<file path="config.mk">
export PLATFORM = sky130hd
export DESIGN_NAME = gtxe2_chnl_cpll_refsel_ctrl
export DESIGN_NICKNAME = d
export VERILOG_FILES = /design/src/rtl/gtxe2_chnl_cpll_refsel_ctrl_pkg.sv /design/src/rtl/gtxe2_chnl_clk_activity.sv /design/src/rtl/gtxe2_chnl_cpll_refsel_ctrl.sv
export SDC_FILE = /design/constraint.sdc
export NUM_CORES = 1
export LEC_CHECK = 0
export CAP_MARGIN = 30
export CORE_MARGIN = 2
export CORE_UTILIZATION = 40
export DETAILED_ROUTE_END_ITERATION = 8
export RECOVER_POWER = 25
export SETUP_SLACK_MARGIN = 0.3
export SYNTH_ARGS = -nofsm -noshare
export SYNTH_HDL_FRONTEND = slang
export SYNTH_SLANG_ARGS = --single-unit
export TNS_END_PERCENT = 20
</file>
<file path="constraint.sdc">
create_clock -name clk_i -period 2.3 [get_ports clk_i]
set_input_delay 0.345 -clock clk_i [delete_from_list [all_inputs] [get_ports clk_i]]
set_output_delay 0.345 -clock clk_i [all_outputs]
set_load 0.01 [all_outputs]
</file>
<file path="src/rtl/gtxe2_chnl_cpll_refsel_ctrl_pkg.sv">
// Shared constants for the CPLL reference-clock select controller.
// Holds FSM state codes, default parameters and the reserved select code.
package gtxe2_chnl_cpll_refsel_ctrl_pkg;

    // FSM state encodings
    localparam logic [2:0] ST_IDLE     = 3'd0;
    localparam logic [2:0] ST_CHECK    = 3'd1;
    localparam logic [2:0] ST_GATE_OFF = 3'd2;
    localparam logic [2:0] ST_SWITCH   = 3'd3;
    localparam logic [2:0] ST_SETTLE   = 3'd4;
    localparam logic [2:0] ST_PLL_RST  = 3'd5;

    // Default parameter values
    localparam int DEF_NUM_SRC      = 8;
    localparam int DEF_SEL_W        = 3;
    localparam int DEF_RESERVED0    = 1;
    localparam int DEF_INIT_SEL     = 1;
    localparam int DEF_ACT_WIN      = 64;
    localparam int DEF_GATE_CYC     = 8;
    localparam int DEF_RST_CYC      = 16;
    localparam int DEF_FAILOVER_SEL = 2;

    // Select code that the refclk mux treats as reserved when RESERVED0=1
    localparam int REFSEL_RSVD_CODE = 0;

endpackage

</file>
<file path="src/rtl/gtxe2_chnl_clk_activity.sv">
// Activity detector for one raw reference clock: 2-flop sync, rising-edge
// detect and a sticky seen flag cleared at window end.
// Ports: clk_i, rst_i (async, high), refclk_i (sampled), win_end_i,
//        act_o = seen-in-window OR edge-this-cycle.
module gtxe2_chnl_clk_activity
    import gtxe2_chnl_cpll_refsel_ctrl_pkg::*;
(
    input  logic clk_i,
    input  logic rst_i,
    input  logic refclk_i,
    input  logic win_end_i,
    output logic act_o
);

    // [0],[1] are the synchronizer; [2] is the edge-detect history
    logic [2:0] sync_q;
    logic       seen_q;
    logic       edge_w;

    assign edge_w = sync_q[1] & ~sync_q[2];
    assign act_o  = seen_q | edge_w;

    always_ff @(posedge clk_i or posedge rst_i) begin
        if (rst_i) begin
            sync_q <= '0;
            seen_q <= 1'b0;
        end else begin
            sync_q <= {sync_q[1:0], refclk_i};
            seen_q <= win_end_i ? 1'b0 : (seen_q | edge_w);
        end
    end

endmodule

</file>
<file path="src/rtl/gtxe2_chnl_cpll_refsel_ctrl.sv">
// CPLL reference-clock select controller: monitors source activity, and
// sequences gate-off / switch / settle / CPLL reset on each select change.
// Ports: clk_i, rst_i (async, high), refclk_in_i[NUM_SRC], sel_req_i,
//        sel_stb_i; sel_cur_o, mux_gate_o, pll_rst_o, busy_o,
//        src_active_o, err_dead_o, sw_done_o.
// Macro CPLL_REFSEL_FAILOVER_EN adds FAILOVER_SEL and failover_o: loss of
// the current source in IDLE triggers an automatic switch to FAILOVER_SEL.
module gtxe2_chnl_cpll_refsel_ctrl
    import gtxe2_chnl_cpll_refsel_ctrl_pkg::*;
#(
    parameter int NUM_SRC   = DEF_NUM_SRC,
    parameter int SEL_W     = DEF_SEL_W,
    parameter int RESERVED0 = DEF_RESERVED0,
    parameter int INIT_SEL  = DEF_INIT_SEL,
    parameter int ACT_WIN   = DEF_ACT_WIN,
    parameter int GATE_CYC  = DEF_GATE_CYC,
    parameter int RST_CYC   = DEF_RST_CYC
`ifdef CPLL_REFSEL_FAILOVER_EN
    , parameter int FAILOVER_SEL = DEF_FAILOVER_SEL
`endif
) (
    input  logic               clk_i,
    input  logic               rst_i,
    input  logic [NUM_SRC-1:0] refclk_in_i,
    input  logic [SEL_W-1:0]   sel_req_i,
    input  logic               sel_stb_i,
    output logic [SEL_W-1:0]   sel_cur_o,
    output logic               mux_gate_o,
    output logic               pll_rst_o,
    output logic               busy_o,
    output logic [NUM_SRC-1:0] src_active_o,
    output logic               err_dead_o,
    output logic               sw_done_o
`ifdef CPLL_REFSEL_FAILOVER_EN
    , output logic             failover_o
`endif
);

    localparam int WIN_W   = $clog2(ACT_WIN);
    localparam int CNT_MAX = (GATE_CYC > RST_CYC) ? GATE_CYC : RST_CYC;
    localparam int CNT_W   = $clog2(CNT_MAX + 1);

    // ---------------- activity detection ----------------
    logic [WIN_W-1:0]   win_q;
    logic               win_end;
    logic [NUM_SRC-1:0] act_vec;
    logic [NUM_SRC-1:0] act_m;
    logic [NUM_SRC-1:0] src_active_q;

    assign win_end = (win_q == WIN_W'(ACT_WIN - 1));

    for (genvar g = 0; g < NUM_SRC; g++) begin : g_act
        gtxe2_chnl_clk_activity u_act (
            .clk_i     (clk_i),
            .rst_i     (rst_i),
            .refclk_i  (refclk_in_i[g]),
            .win_end_i (win_end),
            .act_o     (act_vec[g])
        );
    end

    always_comb begin
        act_m = act_vec;
        if (RESERVED0 != 0) act_m[REFSEL_RSVD_CODE] = 1'b0;
    end

    always_ff @(posedge clk_i or posedge rst_i) begin
        if (rst_i) begin
            win_q        <= '0;
            src_active_q <= '0;
        end else begin
            win_q <= win_end ? '0 : win_q + 1'b1;
            if (win_end) src_active_q <= act_m;
        end
    end

    // ---------------- sequencer ----------------
    logic [2:0]       state_q, state_d;
    logic [CNT_W-1:0] cnt_q, cnt_d;
    logic [SEL_W-1:0] req_q, req_d;
    logic [SEL_W-1:0] sel_q, sel_d;
    logic             gate_q, gate_d;
    logic             prst_q, prst_d;
    logic             busy_q, busy_d;
    logic             err_q, err_d;
    logic             done_q, done_d;
    logic             req_act;

    // Out-of-range requests never match a source, so they read inactive
    always_comb begin
        req_act = 1'b0;
        for (int i = 0; i < NUM_SRC; i++)
            if (req_q == SEL_W'(i)) req_act = src_active_q[i];
    end

`ifdef CPLL_REFSEL_FAILOVER_EN
    logic cur_act;
    logic act_prev_q;
    logic fo_q, fo_d;
    logic cur_fell;

    always_comb begin
        cur_act = 1'b0;
        for (int i = 0; i < NUM_SRC; i++)
            if (sel_q == SEL_W'(i)) cur_act = src_active_q[i];
    end

    assign cur_fell = act_prev_q & ~cur_act;

    always_ff @(posedge clk_i or posedge rst_i) begin
        if (rst_i) begin
            act_prev_q <= 1'b0;
            fo_q       <= 1'b0;
        end else begin
            act_prev_q <= cur_act;
            fo_q       <= fo_d;
        end
    end

    assign failover_o = fo_q;
`endif

    always_comb begin
        state_d = state_q;
        cnt_d   = cnt_q;
        req_d   = req_q;
        sel_d   = sel_q;
        err_d   = 1'b0;
        done_d  = 1'b0;
`ifdef CPLL_REFSEL_FAILOVER_EN
        fo_d    = 1'b0;
`endif
        case (state_q)
            ST_IDLE: begin
                if (sel_stb_i) begin
                    if (sel_req_i == sel_q) begin
                        done_d = 1'b1;
                    end else begin
                        req_d   = sel_req_i;
                        state_d = ST_CHECK;
                    end
                end
`ifdef CPLL_REFSEL_FAILOVER_EN
                else if (cur_fell && src_active_q[FAILOVER_SEL]) begin
                    req_d   = SEL_W'(FAILOVER_SEL);
                    state_d = ST_GATE_OFF;
                    cnt_d   = '0;
                    fo_d    = 1'b1;
                end
`endif
            end
            ST_CHECK: begin
                if (!req_act) begin
                    err_d   = 1'b1;
                    state_d = ST_IDLE;
                end else begin
                    state_d = ST_GATE_OFF;
                    cnt_d   = '0;
                end
            end
            ST_GATE_OFF: begin
                if (cnt_q == CNT_W'(GATE_CYC - 1)) begin
                    // new select is visible during the SWITCH cycle
                    state_d = ST_SWITCH;
                    sel_d   = req_q;
                    cnt_d   = '0;
                end else begin
                    cnt_d = cnt_q + 1'b1;
                end
            end
            ST_SWITCH: begin
                state_d = ST_SETTLE;
                cnt_d   = '0;
            end
            ST_SETTLE: begin
                if (cnt_q == CNT_W'(GATE_CYC - 1)) begin
                    state_d = ST_PLL_RST;
                    cnt_d   = '0;
                end else begin
                    cnt_d = cnt_q + 1'b1;
                end
            end
            ST_PLL_RST: begin
                if (cnt_q == CNT_W'(RST_CYC - 1)) begin
                    state_d = ST_IDLE;
                    done_d  = 1'b1;
                    cnt_d   = '0;
                end else begin
                    cnt_d = cnt_q + 1'b1;
                end
            end
            default: begin
                state_d = ST_IDLE;
                cnt_d   = '0;
            end
        endcase
    end

    // Output levels are registered functions of the next state
    always_comb begin
        gate_d = (state_d == ST_PLL_RST) || (state_d == ST_IDLE)
              || (state_d == ST_CHECK);
        prst_d = !((state_d == ST_IDLE) || (state_d == ST_CHECK));
        busy_d = (state_d != ST_IDLE);
    end

    always_ff @(posedge clk_i or posedge rst_i) begin
        if (rst_i) begin
            state_q <= ST_SETTLE;
            cnt_q   <= '0;
            req_q   <= SEL_W'(INIT_SEL);
            sel_q   <= SEL_W'(INIT_SEL);
            gate_q  <= 1'b0;
            prst_q  <= 1'b1;
            busy_q  <= 1'b1;
            err_q   <= 1'b0;
            done_q  <= 1'b0;
        end else begin
            state_q <= state_d;
            cnt_q   <= cnt_d;
            req_q   <= req_d;
            sel_q   <= sel_d;
            gate_q  <= gate_d;
            prst_q  <= prst_d;
            busy_q  <= busy_d;
            err_q   <= err_d;
            done_q  <= done_d;
        end
    end

    assign sel_cur_o    = sel_q;
    assign mux_gate_o   = gate_q;
    assign pll_rst_o    = prst_q;
    assign busy_o       = busy_q;
    assign src_active_o = src_active_q;
    assign err_dead_o   = err_q;
    assign sw_done_o    = done_q;

endmodule

</file>
Word-level counts from Yosys, hierarchy flattened:

Index checks and enable logic that the tools add are counted.

* flip-flop bits (word level): 60
* input port bits: 14
* output and inout port bits: 16
* logic and storage cells: 112

* $add $sub $neg: 2
* eq/ne operators: 19
* muxes and demuxes: 32
* bitwise logic cells: 23
* reductions and logical operators: 11

Operators with widths (count)
* $eq A3 B3 Y1 const B: 7
* $pmux W5 S4: 1
* $mux W1: 19
* $pmux W3 S6: 1
* $mux W3: 5
* $mux W5: 3
* $eq A3 B2 Y1 const B: 4
* $eq A3 B1 Y1 const B: 3
* $not A1 Y1: 9
* $and A1 B1 Y1: 7
* $or A1 B1 Y1: 7
* $add A6 B1 Y6 const B: 1
* $eq A6 B6 Y1 const B: 1
* $logic_not A3 Y1: 2
* $mux W6: 1
* $add A5 B1 Y5 const B: 1
* $eq A5 B3 Y1 const B: 1
* $eq A5 B4 Y1 const B: 1
* $reduce_and A2 Y1: 2
* $eq A3 B3 Y1: 1
* $logic_or A1 B1 Y1: 3
* $reduce_and A3 Y1: 1
* $reduce_bool A3 Y1: 1
* $mux W2: 1
* other kinds (4): 4

Logic depth before layout (Yosys ltp):

* depth after elaboration: 13
* mapped depth: 8
* depth with buffers taken out: 8

By module:

From an unflattened synthesis, not the netlist that was laid out.

* cells, all modules: 196
* area, all modules: 2474.9 um^2

By module, submodules not included
* gtxe2_chnl_cpll_refsel_ctrl: times used 1, cells each 133, area each 1537.7 um^2, sequential area each 807.0 um^2
* gtxe2_chnl_clk_activity: times used 7, cells each 9, area each 133.9 um^2, sequential area each 100.1 um^2

Least setup slack after synthesis:

No wires, ideal clock.

* kind: register -> register
* start: register req_q[2]
* end: register cnt_q[0]
* library setup time: 0.065 ns
* data arrival time: 1.612 ns
* data required time: 2.235 ns
* setup slack: 0.623 ns
* stages on the path, launching flop included: 5
* buffers on the path: 0
* period minus slack after synthesis: 1.677 ns
* cell sequence: dfrtp_1 mux2_1 mux4_2 a21boi_4 mux2_2

* word-level cells in the longest chain between the ends: 10
* elaborated cells on any way between the ends: 16
* those cells by class: eq/ne (8); mux (7); reduce/logical (1)

Ends and longest elaborated chain
* from (decl): RTL line gtxe2_chnl_cpll_refsel_ctrl.sv:80 `logic [SEL_W-1:0] req_q, req_d;`
* from (signal assigned): RTL line gtxe2_chnl_cpll_refsel_ctrl.sv:211 `req_q <= SEL_W'(INIT_SEL);`
* from (signal assigned): RTL line gtxe2_chnl_cpll_refsel_ctrl.sv:221 `req_q <= req_d;`
* $eq A3 B1 Y1: RTL line gtxe2_chnl_cpll_refsel_ctrl.sv:93 `if (req_q == SEL_W'(i)) req_act = src_active_q[i];`
* $mux W1 (6 in series): RTL line gtxe2_chnl_cpll_refsel_ctrl.sv:93
* $mux W1 (*): RTL line gtxe2_chnl_cpll_refsel_ctrl.sv:93
* $ne A2 B2 Y1 (no line) (*)
* $reduce_and A2 Y1 (no line) (*)
* to (signal assigned): RTL line gtxe2_chnl_cpll_refsel_ctrl.sv:220 `cnt_q <= cnt_d;`
* to (decl): RTL line gtxe2_chnl_cpll_refsel_ctrl.sv:79 `logic [CNT_W-1:0] cnt_q, cnt_d;`

Mark *: on every way between the ends. The rest lies on a longest branch, timed or not.
A chain may end at the register's enable or synchronous reset.

Worst setup path after layout:

Same ends and word-level chain as after synthesis.

==> impl_metrics.py <==
metrics = {
    "synthesis": {
        "synth-seq-area-share_pct": 65.28,
        "synth_ff_type": "dfrtp_1",
        "synth_cell_types": 35,
        "synth_edf_count": 0,
        "async_flop_share_pct": 100.0,
        "synth_top_cell_by_area": "dfrtp_1",
        "synth_top_area_share_pct": 59.59,
        "ys_warn_count": 0,
        "syn_avg_cell_area_sq_um": 12.29,
        "syn_inst": 188,
        "synthTopCellsByArea": "dfrtp_1 (60%), dfstp_2 (5.7%), a21oi_1 (4.3%)",
        "ys_ff_latch": 60,
        "syn_nets": 206,
        "netlist_area_sq_um": 2310,
    },
    "die": {
        "start_util_pct": 41.69,
        "core_sq_um": 5540,
        "num_io_pins": 30,
        "num_rows": 27,
        "dieArea_sq_um": 6398,
        "die_h_um": 79.99,
        "die_w_um": 79.99,
    },
    "setup_path": {
        "end_kind": "register",
        "rr_startpoint": "req_q[2]$_DFFE_PP0P_",
        "rrSetupSlack_ns": 0.43,
        "crit_fanout": 7,
        "cp_data_arrival_time_ns": 2.13,
        "worstSetupPathType": "register to register",
        "cp-startpoint": "req_q[2]$_DFFE_PP0P_",
        "worstSetupStartpointType": "register",
        "cp.required_ns": 2.56,
    },
    "cts": {
        "cts_buffers": 9,
        "cts_setup_buffers": 0,
        "h-tree-depth": 3,
        "clockBufferDepth": 2,
        "cts_tree": "yes",
        "cts_root_buffer": "clkbuf_8",
        "clock_latency_ns": 0.33,
        "hold_buffers": 0,
        "post_cts_resized": 0,
        "cts.sinks": 60,
        "path_clk_slew_ns": 0.07,
    },
    "layout": {
        "regArea_sq_um": 1508,
        "layout.nets": 241,
        "final_cell_mix": "dfrtp_1 (55), nor2_1 (21), a21oi_1 (20)",
        "instances_no_fill": 300,
        "layout_commonest_cell": "dfrtp_1",
        "fin_util_pct": 51.96,
        "fillCellCount": 515,
        "layout-drive-gt1-share_pct": 16.23,
        "antenna-diode-count": 0,
        "syn2layout_area_growth_pct": 24.65,
        "multi_input_area_sq_um": 729.5,
    },
    "timing": {
        "tightest_slew_ns": 0.7523,
        "whs_ns": 0.3506,
        "clock_skew_ns": 0.01091,
        "final_max_slew_viol_count": 0,
        "final.setup.tns_ns": 0,
        "hold_viol": 0,
        "fin_crit_ns": 1.866,
        "post-route-period-util_pct": 81.11,
        "max_slew_margin_pct": 49.79,
        "fmaxAchievable_mhz": 536.0,
        "setup_viol": 0,
        "rsz0062_at_grt": "no",
    },
    "routing": {
        "drt-initial-drc-count": 102,
        "ant_nets": 0,
        "drt-pass1-iter-count": 5,
        "routedWlPerCell_um": 12.91,
        "detail_route.wirelength_mm": 3.874,
        "via_per_inst": 4.800,
        "drc": 0,
        "vias": 1440,
    },
    "power_and_ir_drop": {
        "power-per-cell-area_nw_per_um2": 740.0,
        "sw_frac_of_total_pct": 22.00,
        "combPwrFrac_pct": 4.1,
        "p_sw_mw": 0.4686,
        "internal-power_mw": 1.662,
        "ir_worst_vdd_mv": 0.4274,
        "p_seq_share_pct": 52.1,
        "power_leakage_nw": 1.267,
        "p_clk_share_pct": 43.8,
    },
    "outcome": {
        "status": "finished clean",
    },
    "placed_design": {
        "io_buffers": 27,
        "dpl.hpwl_mm": 2.638,
        "gp_congestion": 0.7960,
        "dp_cells": 284,
    },
    "grt": {
        "overflow": 0,
        "antenna_found_initial": 0,
        "use_met1_pct": 19.08,
        "grt_pass1_wl_mm": 6.796,
        "grt_pass1_vias": 1407,
        "use_met2_pct": 20.08,
        "grt_max_degree": 42,
        "grtUsageTotal_pct": 14.33,
        "met3_usage_pct": 5.204,
        "busiest_layer": "met2",
    },
    "min_path": {
        "hold_start": "g_act[6].u_act.sync_q[0]$_DFF_PP0_",
        "hold_path_class": "register to register",
    },
    "job": {
        "drv_cap": 0,
    },
}
==> critical path: stages (launching register included) <==
cell	delay, ns
dfrtp_1	0.45
mux2_1	0.35
mux4_2	0.54
a21boi_4	0.27
mux2_2	0.19
==> layer usage <==
metal / vias up / routed length [um]
met2: 26 / 1704
met3: 6 / 177
met1: 703 / 1935
li1: 705 / -
met4: 0 / 57
met5: - / 0
==> power by group through the flow <==
| stage | clock [mW] | combinational (mW) | sequential, mW |
|---|---|---|---|
| floorplan | 0 | 0.0457 | 1.13 |
| global placement | 0 | 0.0911 | 1.13 |
| detailed placement | 0 | 0.0917 | 1.13 |
| CTS | 0.964 | 0.0920 | 1.11 |
| global route | 1.01 | 0.0979 | 1.11 |
| finish | 0.934 | 0.0864 | 1.11 |
==> Yosys cell counts, types with 2 or more instances <==
library cell,n
mux2_1,3
a22o_1,2
xnor2_1,5
dfrtp_1,55
a21oi_1,20
clkbuf_1,4
dfstp_2,5
xor2_1,2
o21ai_0,2
nor2_1,21
nor2b_1,3
o31ai_1,4
mux2_2,7
ha_1,4
nor3_1,3
and2_1,2
nand2_1,8
nand3_1,8
inv_1,12
nand2b_1,3
==> path summary, 6_finish.rpt <==
kind | endpoint | cells after the start
min in group asynchronous | g_act[2].u_act.sync_q[0]$_DFF_PP0_ | 2
max in group asynchronous | sel_cur_o[0]$_DFFE_PP1P_ | 3
min | g_act[6].u_act.sync_q[1]$_DFF_PP0_ | 0
max | cnt_q[0]$_DFFE_PP0P_ | 4
min reg2reg | g_act[6].u_act.sync_q[1]$_DFF_PP0_ | 0
max reg2reg | cnt_q[0]$_DFFE_PP0P_ | 4
==> final cells by class <==
cell class / count / share of cell area, %
clock buffers: 10 / 4.781
inverters: 12 / 1.565
flip-flops and latches: 60 / 52.37
multi-input cells: 110 / 25.34
clock inverters: 6 / 2.216
well taps: 72 / 3.129
repair buffers: 30 / 10.60
==> stage by stage <==
step           setup WS [ns]  area, sq um  power, mW
2_1_floorplan         0.4786         2310      1.173
3_3_place_gp          0.2953         2678      1.221
3_5_place_dp          0.2764         2678      1.222
4_1_cts               0.4225         2879      2.167
5_1_grt               0.3073         2879      2.224
6_report              0.4344         2879      2.130
==> sequential cells by signal, summed over array words and instances (netlist names), 3 cells and up <==
signal and flops:
state_q 3, win_q 6, g_act.u_act.seen_q 7, src_active_o 7, req_q 3, cnt_q 5, sel_cur_o 3, g_act.u_act.sync_q 21
==> cells by family after synthesis <==
| logic type | Yosys count | share of synthesized area, % |
|---|---|---|
| multiplexers | 11 | 5.851 |
| flip-flops | 60 | 65.28 |
| adder cells (fa/ha/maj) | 4 | 2.167 |
| buffers and inverters | 18 | 3.142 |
| other | 1 | 0.1624 |
| XOR/XNOR | 7 | 2.654 |
| AND/OR/NAND/NOR | 53 | 11.32 |
| AO/OA/AOI/OAI | 34 | 9.427 |
Power figures use the tool's default switching activity.
